===== src/rtl/button_event_pkg.sv =====
// Shared types and elaboration-time helpers for the button_event block.
// Cycle counts derive from clock frequency and millisecond timings.
package button_event_pkg;

    typedef enum logic [1:0] {
        IDLE,
        PRESSED,
        LONG
    } btn_state_t;

    // 64-bit product so a 25 MHz clock with multi-second holds cannot overflow.
    function automatic int ms_to_cycles(input longint clk_freq, input longint ms);
        longint cyc;
        cyc = (clk_freq * ms) / 64'sd1000;
        return int'(cyc);
    endfunction

    function automatic int hold_cnt_width(input int long_cyc, input int repeat_cyc);
        int max_cyc;
        max_cyc = (long_cyc > repeat_cyc) ? long_cyc : repeat_cyc;
        return $clog2(max_cyc) + 1;
    endfunction

endpackage


===== src/rtl/hold_timer.sv =====
// Clearable up-counter with a terminal-count compare against a run-time threshold.
// Clear has priority over enable; the counter holds when neither is asserted.
module hold_timer #(
    parameter int W = 4
) (
    input  logic         clk,
    input  logic         reset,
    input  logic         clr,
    input  logic         en,
    input  logic [W-1:0] tc_value,
    output logic         tc
);

    logic [W-1:0] cnt_reg;

    always_ff @(posedge clk) begin
        if (reset) begin
            cnt_reg <= '0;
        end else if (clr) begin
            cnt_reg <= '0;
        end else if (en) begin
            cnt_reg <= cnt_reg + W'(1);
        end
    end

    assign tc = (cnt_reg == tc_value);

endmodule


===== src/rtl/button_event.sv =====
// Turns a debounced button level into registered press/release/short/long/repeat pulses.
// Auto-repeat while long-held is enabled by defining BUTTON_EVENT_REPEAT_EN.
module button_event
    import button_event_pkg::*;
#(
    parameter int CLK_FREQ  = 25_000_000,
    parameter int LONG_MS   = 1000,
    parameter int REPEAT_MS = 200
) (
    input  logic clk,
    input  logic reset,
    input  logic btn_level,
    output logic press_pulse,
    output logic release_pulse,
    output logic short_pulse,
    output logic long_pulse,
    output logic repeat_pulse,
    output logic held
);

    localparam int LONG_CYC   = ms_to_cycles(longint'(CLK_FREQ), longint'(LONG_MS));
    localparam int REPEAT_CYC = ms_to_cycles(longint'(CLK_FREQ), longint'(REPEAT_MS));
    localparam int CNT_W      = hold_cnt_width(LONG_CYC, REPEAT_CYC);

    localparam logic [CNT_W-1:0] LONG_TC = CNT_W'(LONG_CYC - 1);
`ifdef BUTTON_EVENT_REPEAT_EN
    localparam logic [CNT_W-1:0] REPEAT_TC = CNT_W'(REPEAT_CYC - 1);
`endif

    btn_state_t       state_reg, state_next;
    logic             btn_q_reg;
    logic             press_reg, press_next;
    logic             release_reg, release_next;
    logic             short_reg, short_next;
    logic             long_reg, long_next;
    logic             repeat_reg, repeat_next;
    logic             held_reg, held_next;
    logic             timer_clr, timer_en, timer_tc;
    logic [CNT_W-1:0] timer_tc_value;
    logic             rise;

    assign rise = btn_level & ~btn_q_reg;

    // One shared timer: the LONG state reuses it for the repeat period.
`ifdef BUTTON_EVENT_REPEAT_EN
    assign timer_tc_value = (state_reg == LONG) ? REPEAT_TC : LONG_TC;
`else
    assign timer_tc_value = LONG_TC;
`endif

    hold_timer #(
        .W(CNT_W)
    ) u_hold_timer (
        .clk     (clk),
        .reset   (reset),
        .clr     (timer_clr),
        .en      (timer_en),
        .tc_value(timer_tc_value),
        .tc      (timer_tc)
    );

    always_comb begin
        state_next   = state_reg;
        press_next   = 1'b0;
        release_next = 1'b0;
        short_next   = 1'b0;
        long_next    = 1'b0;
        repeat_next  = 1'b0;
        held_next    = (state_reg == LONG);
        timer_clr    = 1'b0;
        timer_en     = 1'b0;

        case (state_reg)
            IDLE: begin
                timer_clr = 1'b1;
                if (rise) begin
                    state_next = PRESSED;
                    press_next = 1'b1;
                end
            end
            PRESSED: begin
                // Release is tested first so it wins over a coincident threshold.
                if (!btn_level) begin
                    state_next   = IDLE;
                    release_next = 1'b1;
                    short_next   = 1'b1;
                    timer_clr    = 1'b1;
                end else if (timer_tc) begin
                    state_next = LONG;
                    long_next  = 1'b1;
                    timer_clr  = 1'b1;
                end else begin
                    timer_en = 1'b1;
                end
            end
            LONG: begin
                if (!btn_level) begin
                    state_next   = IDLE;
                    release_next = 1'b1;
                    timer_clr    = 1'b1;
                end else begin
`ifdef BUTTON_EVENT_REPEAT_EN
                    if (timer_tc) begin
                        repeat_next = 1'b1;
                        timer_clr   = 1'b1;
                    end else begin
                        timer_en = 1'b1;
                    end
`endif
                end
            end
            default: begin
                state_next = IDLE;
                timer_clr  = 1'b1;
            end
        endcase
    end

    // btn_q resets high so a button held through reset is not seen as a new press.
    always_ff @(posedge clk) begin
        if (reset) begin
            state_reg   <= IDLE;
            btn_q_reg   <= 1'b1;
            press_reg   <= 1'b0;
            release_reg <= 1'b0;
            short_reg   <= 1'b0;
            long_reg    <= 1'b0;
            repeat_reg  <= 1'b0;
            held_reg    <= 1'b0;
        end else begin
            state_reg   <= state_next;
            btn_q_reg   <= btn_level;
            press_reg   <= press_next;
            release_reg <= release_next;
            short_reg   <= short_next;
            long_reg    <= long_next;
            repeat_reg  <= repeat_next;
            held_reg    <= held_next;
        end
    end

    assign press_pulse   = press_reg;
    assign release_pulse = release_reg;
    assign short_pulse   = short_reg;
    assign long_pulse    = long_reg;
    assign repeat_pulse  = repeat_reg;
    assign held          = held_reg;

endmodule


===== config.mk =====
export PLATFORM = sky130hd
export DESIGN_NAME = button_event
export DESIGN_NICKNAME = d
export VERILOG_FILES = /design/src/rtl/button_event_pkg.sv /design/src/rtl/hold_timer.sv /design/src/rtl/button_event.sv
export SDC_FILE = /design/constraint.sdc
export NUM_CORES = 1
export LEC_CHECK = 0
export BUFFER_PORTS_ARGS = -buffer_cell sky130_fd_sc_hd__buf_2
export CAP_MARGIN = 20
export CORE_ASPECT_RATIO = 1.4
export CORE_MARGIN = 2
export CORE_UTILIZATION = 40
export DETAILED_ROUTE_END_ITERATION = 10
export GPL_ROUTABILITY_DRIVEN = 0
export SKIP_LAST_GASP = 1
export SLEW_MARGIN = 20
export SYNTH_ARGS = -nofsm -noshare
export SYNTH_HDL_FRONTEND = slang
export SYNTH_HIERARCHICAL = 1
export SYNTH_SLANG_ARGS = --single-unit
export TNS_END_PERCENT = 10

===== constraint.sdc =====
create_clock -name clk -period 3.5 [get_ports clk]
set_input_delay 0.525 -clock clk [delete_from_list [all_inputs] [get_ports clk]]
set_output_delay 0.525 -clock clk [all_outputs]
set_load 0.02 [all_outputs]

==> impl_metrics.yaml <==
global_route:
  met3_usage_pct: 3.23
  grt_antenna_before_repair: 0
  grt_pass1_wl_um: 7060
  grt_overflow: 0
  grt_max_degree: 26
  track_usage_pct: 16.4
  grt_util_met1_pct: 19.3
  grt_pass1_vias: 1514
  busiest_layer: "met2"
  use_met2_pct: 27.4
clocking:
  ctsResizeCount: 0
  post_cts_buffers: 0
  cts-root-buf: "clkbuf_8"
  worstSkewPairLatency_ns: 0.28
  clockBufferDepth: 2
  cts-hold-fix-buffers: 0
  numCtsBuffers: 5
  clkTransAtPathRegs_ns: 0.07
  cts.sinks: 34
  cts_max_level: 2
  cts_tree: "yes"
status:
  outcome: "complete, no violations"
final_layout:
  drive_above_1_share_pct: 10.4
  largest_reg_flops: 26
  antenna_cells: 0
  num-fill-cells: 504
  layout_common_cells: "34 x dfxtp_1, 27 x conb_1, 21 x xor2_1"
  fin_util_pct: 45.6
  layout_commonest_cell: "dfxtp_1"
  nets: 260
  stdcell_count: 315
  syn2layout_area_growth_pct: 11.5
sta:
  period_share_pct: 84.8
  fmax_mhz: 337
  hold_viol_final: 0
  finClkSkew_ns: 0.00424
  slew_violations: 0
  period_needed_ns: 2.97
  grt_setup_unrepaired: "false"
  worst_pin_slew_ns: 0.623
  tns_ns: 0
  max_slew_margin_pct: 58.1
  setup-violations-final: 0
routing:
  vias_per_cell: 5.00
  wl_um: 3920
  drtAntennaViolNets: 0
  wl_per_cell_um: 12.4
  route.detailed.drc: 0
  via_count: 1576
  dr.pass1.iters: 4
  initialDrtViolationCount: 35
placement:
  dp_cells: 307
  portBuffers: 7
  dpl.hpwl_um: 2880
power:
  finalPower_mw: 0.884
  p_leak_nw: 0.827
  seq_power_share_pct: 45.9
  clockPowerShare_pct: 33.5
  p_sw_mw: 0.261
  power_density_mw_per_mm2: 404
  worst_ir_drop_vdd_uv: 238
  sw_frac_of_total_pct: 29.5
  combPwrFrac_pct: 20.6
  internal_power_mw: 0.623
yosys:
  avgSynthCellArea_um2: 8.93
  synth_seq_cells: 34
  synth.yosys.seq_area_share_pct: 34.6
  synth_warnings: 6
  netlist_area_mm2: 0.00196
  synth_cell_types: 40
  synth_cells: 220
floorplanning:
  die_area_mm2: 0.00550
  die_w_um: 63.2
  fp.coreArea_mm2: 0.00480
  initial_core_util_pct: 40.9
  ios: 9
  row_count: 30
  die_h_um: 86.9
worst_hold_path:
  min_path_type: "flip-flop to flip-flop"
critical_path:
  path_max_fanout: 14
  cp-start-kind: "flip-flop"
  required_ns: 3.65
  rrSetupSlack_ns: 0.53
  end_kind: "flip-flop"
  cp.arrival_ns: 3.12
  criticalPathCategory: "flip-flop to flip-flop"
run:
  drv_cap: 0
-- cells by family (layout without fill, tap and decap cells) --
logic type / after synthesis / in the layout / synth area share, %
AND/OR/NAND/NOR: 92 / 92 / 27.2
XOR/XNOR: 36 / 36 / 16.1
flip-flops: 34 / 34 / 34.6
AO/OA/AOI/OAI: 31 / 31 / 11.1
buffers and inverters: 16 / 22 / 5.16
adder cells (fa/ha/maj): 7 / 7 / 4.46
other: 2 / 27 / 0.382
multiplexers: 2 / 2 / 1.02
-- worst max-delay path, cell delays in order, from the launching register on --
cell	delay [ns]
dfxtp_1	0.48
xor2_1	0.11
nor4_1	0.31
nand3_1	0.11
nor4_1	0.59
nor2_1	0.10
and2_1	0.25
and3_1	0.20
nand4_1	0.42
or4_1	0.20
a21oi_1	0.06
-- Yosys cell counts (all sizes together) --
cell	number	area share (%)
a21oi	13	3.3
mux2i	2	1.0
nand4	10	3.5
or3	5	1.6
o311ai	2	0.89
and3b	1	0.45
o21ai	8	2.4
conb	2	0.38
and2	3	1.1
nand4b	1	0.45
and3	6	2.0
ha	7	4.5
nand3	12	3.7
clkbuf	5	2.0
nor4	6	1.9
xnor2	15	6.7
or2	3	0.96
dfxtp	34	35
and4	5	2.2
o31ai	8	4.5
xor2	21	9.4
inv	7	1.3
nand2	13	2.5
or4	7	2.7
buf	4	1.8
nor2	18	3.4
nor2b	2	0.76
-- per-layer routing --
layer / up-vias / wire [um]
met5: - / 0
met4: 0 / 87
met3: 7 / 129
met2: 32 / 1990
met1: 722 / 1710
li1: 815 / -
-- worst paths after layout --
path / from / to / cells after the start
setup / recovery: u_hold_timer/cnt_reg[13]$_SDFFE_PP0P_ / u_hold_timer/cnt_reg[23]$_SDFFE_PP0P_ / 10
hold / removal: u_hold_timer/cnt_reg[25]$_SDFFE_PP0P_ / u_hold_timer/cnt_reg[25]$_SDFFE_PP0P_ / 2
setup reg to reg: u_hold_timer/cnt_reg[13]$_SDFFE_PP0P_ / u_hold_timer/cnt_reg[23]$_SDFFE_PP0P_ / 10
hold reg to reg: u_hold_timer/cnt_reg[25]$_SDFFE_PP0P_ / u_hold_timer/cnt_reg[25]$_SDFFE_PP0P_ / 2
-- stage by stage --
step	hold slack [ns]	setup slack, ns	area [um^2]
floorplan	0.460	1.01	2060
global placement	0.484	0.672	2100
detailed placement	0.485	0.575	2100
CTS	0.496	0.570	2190
global route	0.528	0.179	2190
finish	0.493	0.531	2190
-- power groups by stage --
stage                     combinational, mW  clock (mW)  sequential, mW
final                                 0.182       0.297           0.406
after global routing                  0.205       0.324           0.407
after CTS                             0.185       0.308           0.405
after detailed placement              0.183           0           0.414
after global placement                0.185           0           0.414
after floorplan                       0.154           0           0.417
-- layout make-up --
cell class / instances / area [um^2] / area share, %
tap: 64 / 80.1 / 3.66
inverter: 7 / 26.3 / 1.20
multi-input combinational: 195 / 1280 / 58.3
timing repair buffer: 7 / 35.0 / 1.60
clock inverter: 1 / 5.00 / 0.229
clock buffer: 7 / 86.3 / 3.94
sequential: 34 / 681 / 31.1
Note: power is estimated with default switching activity, not from simulation.
